`src/rtl/tff_seq_pkg.sv`:
```
// rtl/tff_seq_pkg.sv - shared op encodings and FSM states for the T-flip-flop sequencer
package tff_seq_pkg;

    localparam logic [1:0] OP_UP   = 2'b00;
    localparam logic [1:0] OP_DOWN = 2'b01;
    localparam logic [1:0] OP_LOAD = 2'b10;
    localparam logic [1:0] OP_HOLD = 2'b11;

    typedef enum logic [1:0] {
        IDLE = 2'd0,
        RUN  = 2'd1,
        DONE = 2'd2
    } state_t;

endpackage

```
`src/rtl/tff_bank.sv`:
```
// rtl/tff_bank.sv - bank of T flip-flops sharing one clock and synchronous reset
module tff_bank #(
    parameter int WIDTH = 4
) (
    input  logic             clk,
    input  logic             rst,
    input  logic [WIDTH-1:0] t,
    output logic [WIDTH-1:0] q
);

    // each bit toggles when its t is high and holds otherwise
    always_ff @(posedge clk) begin
        if (rst) begin
            q <= '0;
        end else begin
            q <= q ^ t;
        end
    end

endmodule

```
`src/rtl/tff_count_seq.sv`:
```
// rtl/tff_count_seq.sv - command sequencer scheduling toggle enables for a T flip-flop bank
module tff_count_seq
    import tff_seq_pkg::*;
#(
    parameter int WIDTH = 4,
    parameter int LEN_W = 8
) (
    input  logic             clk,
    input  logic             rst,
    input  logic             cmd_valid,
    output logic             cmd_ready,
    input  logic [1:0]       cmd_op,
    input  logic [LEN_W-1:0] cmd_len,
    input  logic [WIDTH-1:0] cmd_data,
    output logic [WIDTH-1:0] t_en,
    output logic [WIDTH-1:0] q,
    output logic             tc,
    output logic             done,
    output logic             wrapped
);

    state_t           state;
    logic [1:0]       op_q;
    logic [WIDTH-1:0] data_q;
    logic [LEN_W-1:0] remaining;
    logic [LEN_W-1:0] eff_len;
    logic             accept;
    logic [WIDTH-1:0] t_up;
    logic [WIDTH-1:0] t_dn;
    logic             carry_up;
    logic             carry_dn;

    // reset overrides everything, so the handshake is blocked while rst is high
    assign cmd_ready = (state == IDLE) && !rst;
    assign accept    = cmd_valid && cmd_ready;
    assign done      = (state == DONE) && !rst;

    // LOAD always takes exactly one step; the other ops run for cmd_len steps
    assign eff_len = (cmd_op == OP_LOAD) ? LEN_W'(1) : cmd_len;

    // excitation: a bit toggles when all lower bits are ones (up) or zeros (down)
    always_comb begin
        t_up     = '0;
        t_dn     = '0;
        carry_up = 1'b1;
        carry_dn = 1'b1;
        for (int i = 0; i < WIDTH; i++) begin
            t_up[i]  = carry_up;
            t_dn[i]  = carry_dn;
            carry_up = carry_up & q[i];
            carry_dn = carry_dn & ~q[i];
        end
        t_en = '0;
        tc   = 1'b0;
        if (state == RUN && !rst) begin
            case (op_q)
                OP_UP: begin
                    t_en = t_up;
                    tc   = &q;
                end
                OP_DOWN: begin
                    t_en = t_dn;
                    tc   = ~|q;
                end
                OP_LOAD: t_en = q ^ data_q;
                default: t_en = '0;
            endcase
        end
    end

    // command FSM with the remaining-step counter and sticky wrap flag
    always_ff @(posedge clk) begin
        if (rst) begin
            state     <= IDLE;
            op_q      <= OP_UP;
            data_q    <= '0;
            remaining <= '0;
            wrapped   <= 1'b0;
        end else begin
            case (state)
                IDLE: begin
                    if (accept) begin
                        op_q      <= cmd_op;
                        data_q    <= cmd_data;
                        remaining <= eff_len;
                        wrapped   <= 1'b0;
                        state     <= (eff_len == '0) ? DONE : RUN;
                    end
                end
                RUN: begin
                    remaining <= remaining - LEN_W'(1);
                    if (tc) begin
                        wrapped <= 1'b1;
                    end
                    if (remaining <= LEN_W'(1)) begin
                        state <= DONE;
                    end
                end
                DONE: begin
                    state <= IDLE;
                end
                default: begin
                    state <= IDLE;
                end
            endcase
        end
    end

    tff_bank #(
        .WIDTH(WIDTH)
    ) u_bank (
        .clk(clk),
        .rst(rst),
        .t  (t_en),
        .q  (q)
    );

endmodule

```
`config.mk`:
```
export PLATFORM = sky130hd
export DESIGN_NAME = tff_count_seq
export DESIGN_NICKNAME = d
export VERILOG_FILES = /design/src/rtl/tff_seq_pkg.sv /design/src/rtl/tff_bank.sv /design/src/rtl/tff_count_seq.sv
export SDC_FILE = /design/constraint.sdc
export NUM_CORES = 1
export LEC_CHECK = 0
export ABC_CLOCK_PERIOD_IN_PS = 2410
export CORE_MARGIN = 5
export CORE_UTILIZATION = 53
export DETAILED_ROUTE_END_ITERATION = 7
export GPL_TIMING_DRIVEN = 0
export PLACE_DENSITY = 0.84
export SYNTH_ARGS = -nofsm -noshare
export SYNTH_HDL_FRONTEND = slang
export SYNTH_SLANG_ARGS = --single-unit
```
`constraint.sdc`:
```
create_clock -name clk -period 2.41 [get_ports clk]
set_input_delay 0.3615 -clock clk [delete_from_list [all_inputs] [get_ports clk]]
set_output_delay 0.3615 -clock clk [all_outputs]
set_load 0.05 [all_outputs]
```
==> results of run 1 <==
==> metal layers <==
metal / routed length (um) / vias to the layer above / track usage
met3: 238 / 6 / 0.03922
met5: 0 / - / 0
met1: 1372 / 574 / 0.2330
li1: - / 609 / -
met2: 1630 / 60 / 0.3454
met4: 42 / 0 / 0.07443
==> per-stage QoR <==
step / total power (W) / hold WS (ns) / setup slack, ns / util / std cells
after floorplan: 0.0006163 / 0.4478 / -0.1944 / - / 147
after global placement: 0.0006932 / 0.4647 / -0.4396 / 0.7120 / 203
after detailed placement: 0.0007066 / 0.4671 / -0.4972 / 0.7120 / 203
after CTS: 0.0008753 / 0.4839 / -0.08225 / 0.7214 / 207
after global routing: 0.0009267 / 0.5310 / -0.1028 / 0.7281 / 207
final: 0.0008759 / 0.4817 / -0.01423 / 0.7281 / 207
==> power groups by stage <==
stage	Combinational [W]	Sequential, W	Clock, W
final	0.000287	0.000417	0.000171
after global placement	0.000274	0.000419	0
after floorplan	0.000184	0.000432	0
after CTS	0.000283	0.000414	0.000178
after global routing	0.000312	0.000423	0.000192
after detailed placement	0.000284	0.000422	0
==> cell families (layout without fill, tap and decap cells) <==
logic type | after synthesis | count (layout) | synth area share
compound gates | 37 | 37 | 0.2162
xor+xnor | 5 | 5 | 0.03425
fa+ha+maj | 2 | 2 | 0.01957
buf+inv | 12 | 44 | 0.06653
flops | 21 | 21 | 0.3288
mux | 4 | 4 | 0.03229
simple gates | 66 | 66 | 0.3024
==> worst max path at each step <==
stage	slack [ns]	cells after the start	end	startpoint
floorplan	-0.19	4	tc	u_bank.q[0]
global placement	-0.44	6	t_en[1]	rst
detailed placement	-0.50	6	t_en[1]	rst
CTS	-0.08	6	tc	op_q[1]
global route	-0.10	6	tc	op_q[1]
finish	-0.01	6	tc	op_q[1]
==> registers in the layout, indices dropped and copies added (netlist names) <==
register,cells
state,2
data_q,4
u_bank.q,4
op_q,2
remaining,8
wrapped,1
==> critical path, delay by kind of cell, from the launching register on <==
kind,cells,cell delay (ns)
and+or+nand+nor,3,0.97
DFF,1,0.32
buffers and inverters,2,0.39
AOI/OAI and AO/OA,1,0.08
==> area by class of cell <==
cell class / count / area (um^2)
buffer: 9 / 75.07
clock buffer: 4 / 26.28
fill: 191 / 613.1
inverter: 3 / 11.26
multi-input combinational: 114 / 802.0
sequential: 21 / 421.7
tap: 28 / 35.03
timing repair buffer: 28 / 270.3
==> layout by cell type, fill, tap and decap left out, drive strengths merged, types with 2 or more instances in the layout <==
master,count
a21oi,9
inv,2
and2b,2
nor2,10
clkbuf,6
nand2,22
o21ai,8
dfxtp,21
nor4,7
or4b,2
nand3,3
ha,2
xor2,3
o211ai,2
clkdlybuf4s15,3
xnor2,2
nor4b,2
a211oi,5
a31oi,4
nor3b,2
mux2i,3
and2,3
clkdlybuf4s50,21
or3,3
nor3,4
nand2b,2
a311o,2
buf,10
==> timing repair <==
item                       4_1_cts  5_1_grt
setup endpoints to repair        7        4
hold buffers                     0        0
buffers inserted                 0        0
gates resized for setup         24        8
==> out/qor.csv, run 1 <==
metric,value,unit
detail_route.first_pass.iterations,4,
leakagePower,0.5888,nW
clockBufferDepth,2,
gp_congestion,0.8412,
r2r_cells,4,
synth_top_area_frac,0.3288,
slowest_delay,0.58,ns
ys_top_cells_by_count,"dfxtp_1 (21), nand2_1 (21), a21oi_1 (9), nor2_1 (9), o21ai_0 (8)",
syn_nets,166,
vias,1249,
wl_per_cell,15.86,um
p_switching,0.0003040,W
io_pins,29,
synthTopCellsByArea,"dfxtp_1 (33%), nand2_1 (6.2%), buf_6 (4.4%), a21oi_1 (3.5%), nor4_1 (3.4%)",
detailed_place_hpwl,2471,um
grt_use_total,0.1965,
comb_power_share,0.328,
rows,17,
syn-cell-area,0.001279,mm^2
die_w,59.12,um
drive_gt1_frac,0.1955,
internal-power,0.0005719,W
grt_first_pass_wirelength,5375,um
clk_pin_slew,0.12,ns
grt-ovfl-total,0,
fmax,412.5,MHz
rsz0062_at_grt,yes,
path_class,register to output port,
worst_slack,-0.01423,ns
max_slew_margin,0.5106,
fin_crit,2.424,ns
place.port_buffers,28,
ys.flop_type,dfxtp_1,
r2r_start,state[0],
ant_nets,0,
ys_seq_area_frac,0.3288,
cts_root_buf,clkbuf_4,
synthArstFlopShare,0,
cap_viol_max_count,0,
final_hold_viol_count,0,
min_path_cells,2,
antenna_found_initial,0,
ys_ff_latch,21,
required,2.05,ns
swShare,0.3471,
core_area,0.002255,mm^2
worst_setup_path_end_kind,output port,
status,finished with violations,
p_clk_frac,0.196,
skew,0.007294,ns
tritoncts,done,
synth_edf_count,0,
finalSetupTns,-0.01423,ns
place_area,0.001605,mm^2
powerDensity,533.6,mW/mm^2
synth.largest_area_cell,dfxtp_1,
ir_worst_vdd,0.3946,mV
drt_iter0_markers,62,
avgSynthCellArea,8.699,um^2
min_delay_worst_endpoint,data_q[3],
cp_data_arrival_time,2.06,ns
htreeDepth,1,
grt_max_degree,12,
start_util,0.5671,
rrSetupSlack,0.61,ns
min_from,data_q[3],
wl,3284,um
violations,setup timing,
setup_viol,1,
min_period_over_period,1.006,
cp_max_fo,10,
postSynthCellCount,147,
path_cells,"buf_6, or4b_4, nor3_4, a31oi_2, nor4_2, buf_4",
die_y,59.12,um
yosysUniqueCellTypes,46,
crit_slowest_cell,or4b_4,
nets,199,
fin_area,0.001642,mm^2
drv_slew,0,
hp-class,register to register,
viasPerCell,6.034,
drcViolationCount,0,
area_growth,28.38,%
critPathLaunchType,register,
cts.sinks,21,
yosysWarnings,0,
worstMarginPinSlew,0.7322,ns
cts_buffers,3,
power_frac_seq,0.476,
worstReg2RegEnd,op_q[0],
clk_latency,0.30,ns
antenna_cells,0,
die_area,0.003495,mm^2
grt_pass1_vias,1232,
(Power assumes the default switching activity.)
==> inputs of run 2 (changes only) <==
--- a/config.mk
+++ b/config.mk
@@ -6,6 +6,7 @@
 export NUM_CORES = 1
 export LEC_CHECK = 0
 export ABC_CLOCK_PERIOD_IN_PS = 2410
+export CAP_MARGIN = 0
 export CORE_MARGIN = 5
 export CORE_UTILIZATION = 53
 export DETAILED_ROUTE_END_ITERATION = 7
==> constraint.sdc (replaced) <==
create_clock -name clk -period 2.41 [get_ports clk]
set_input_delay 0.3615 -clock clk [delete_from_list [all_inputs] [get_ports clk]]
set_output_delay 0.3615 -clock clk [all_outputs]
set_load 0.02 [all_outputs]
==> run 2 against run 1 <==
  * The flow now finishes without violations
  * Worst setup slack improved by 0.032 ns
  * Sequential share of layout area rose by 0.078 points
  * Clock skew barely moved
  * Clock-buffer cell count fell by 1
  * Global-route usage rose by 1.0 points
  * Cell count did not move
  * Largest power group unchanged
==> out/qor.csv, run 2 (synthesis gave the netlist of run 1 again) <==
metric,value,unit,change
drcViolationCount,0,,unchanged
tritoncts,done,,unchanged
regMostFlops,remaining,,unchanged
max_slew_margin,0.4910,,was 0.5106
setup_viol,0,,was 1
largest_register_ffs,8,,unchanged
detailed_place_hpwl,2458,um,was 2471 um
clk_pin_slew,0.11,ns,was 0.12 ns
cts_buffers,3,,unchanged
worstMarginPinSlew,0.7614,ns,was 0.7322 ns
skew,0.007037,ns,was 0.007294 ns
dp_cells,203,,unchanged
rows,17,,unchanged
die_area,0.003495,mm^2,unchanged
min_path_cells,2,,unchanged
wl,3210,um,was 3284 um
crit_slowest_cell,or4b_4,,unchanged
leakagePower,0.6270,nW,was 0.5888 nW
grt_max_degree,13,,was 12
fin_crit,2.392,ns,was 2.424 ns
clk_latency,0.31,ns,was 0.30 ns
crit_cells,6,,unchanged
status,"complete, no violations",,was finished with violations
gp_congestion,0.8386,,was 0.8412
wl_met3,197,um,was 238 um
start_util,0.5671,,unchanged
grt_pass1_vias,1261,,was 1232
r2r_cells,4,,unchanged
post_cts_buffers,0,,unchanged
cts.sinks,21,,unchanged
grt-ovfl-total,0,,unchanged
topRoutingLayerUsed,met4,,unchanged
nFillCells,192,,was 191
fmax,418.0,MHz,was 412.5 MHz
grt_use_total,0.2066,,was 0.1965
power.total,0.0008552,W,was 0.0008759 W
rsz0062_at_grt,yes,,unchanged
wl_per_cell,15.51,um,was 15.86 um
finalSetupTns,0,ns,was -0.01423 ns
path_delay_family,simple AND/OR/NAND/NOR gates,,unchanged
fin_util,0.7259,,was 0.7281
cp_data_arrival_time,2.03,ns,was 2.06 ns
worst_slack,0.01764,ns,was -0.01423 ns
htreeDepth,1,,unchanged
vias,1241,,was 1249
ir_worst_vdd,0.4762,mV,was 0.3946 mV
hold_buffers,0,,unchanged
ant_nets,0,,unchanged
detail_route.first_pass.iterations,4,,unchanged
die_w,59.12,um,unchanged
drv_slew,0,,unchanged
drt_iter0_markers,40,,was 62
cp_max_fo,10,,unchanged
path_cells,"buf_6, or4b_4, nor3_1, a31oi_1, nor4_2, buf_4",,"was buf_6, or4b_4, nor3_4, a31oi_2, nor4_2, buf_4"
cts.repair.resized,12,,was 24
antenna_found_initial,0,,unchanged
grt_first_pass_wirelength,5630,um,was 5375 um
slowest_delay,0.57,ns,was 0.58 ns
worst_setup_path_end_kind,output port,,unchanged
cts_root_buf,clkbuf_4,,unchanged
required,2.05,ns,about the same
min_period_over_period,0.9927,,was 1.006
nets,199,,unchanged
cap_viol_max_count,0,,unchanged
path_class,register to output port,,unchanged
dp_slack,-0.4314,ns,was -0.4972 ns
io_pins,29,,unchanged
area_growth,27.98,%,was 28.38%
layoutNonFillerInstCount,207,,unchanged
critPathLaunchType,register,,unchanged
viasPerCell,5.995,,was 6.034
powerDensity,522.6,mW/mm^2,was 533.6 mW/mm^2
die_y,59.12,um,unchanged
crit_buf_inv,2,,unchanged
reg_top3,"remaining x8, data_q x4, u_bank.q x4",,unchanged
drive_gt1_frac,0.1788,,was 0.1955
hp-class,register to register,,unchanged
layout_common_cells,"nand2_1 (21), clkdlybuf4s50_1 (21), dfxtp_1 (20)",,unchanged
antenna_cells,0,,unchanged
wl_met1,1376,um,was 1372 um
wl_met2,1573,um,was 1630 um
clockBufferDepth,2,,unchanged
place.port_buffers,28,,unchanged
final_hold_viol_count,0,,unchanged
core_area,0.002255,mm^2,unchanged
## run 2: path summary, 6_finish.rpt
check / startpoint / slack, ns / end
worst max-delay path: op_q[1] / 0.02 / tc
worst min-delay path: data_q[2] / 0.49 / data_q[2]
worst max register to register: state[0] / 0.59 / op_q[1]
worst min register to register: data_q[2] / 0.49 / data_q[2]
## run 2: layout make-up
type | instances | area, um^2 | area share
Buffer | 9 | 75.07 | 0.04587
Inverter | 3 | 11.26 | 0.006881
Clock inverter | 1 | 5.005 | 0.003058
Timing Repair Buffer | 28 | 274.0 | 0.1674
Sequential cell | 21 | 421.7 | 0.2576
Tap cell | 28 | 35.03 | 0.02141
Multi-Input combinational cell | 114 | 792.0 | 0.4839
Clock buffer | 3 | 22.52 | 0.01376
## run 2: power breakdown
part	switching [W]	total (W)	internal [W]	leakage, nW
Combinational	0.000141	0.000268	0.000127	0.437
Sequential	0.0000343	0.000414	0.000380	0.173
Clock	0.000110	0.000172	0.0000619	0.0177
## run 2: routing by layer
metal,vias to the layer above,track usage
met5,-,0
li1,610,-
met1,578,0.2507
met3,8,0.02832
met4,0,0.1036
met2,45,0.3533
## run 2: worst reg2reg max path: stages, from the launching register on
cell and delay (ns):
dfxtp_1 0.32, buf_2 0.16, nor4b_2 0.69, clkbuf_1 0.38, o21ai_0 0.15
## run 2: through the flow
stage | cell area (um^2) | hold slack, ns
final | 1637 | 0.4886
after global routing | 1637 | 0.5146
after global placement | 1594 | 0.4626
after floorplan | 1279 | 0.4478
after detailed placement | 1594 | 0.4708
after CTS | 1619 | 0.4901
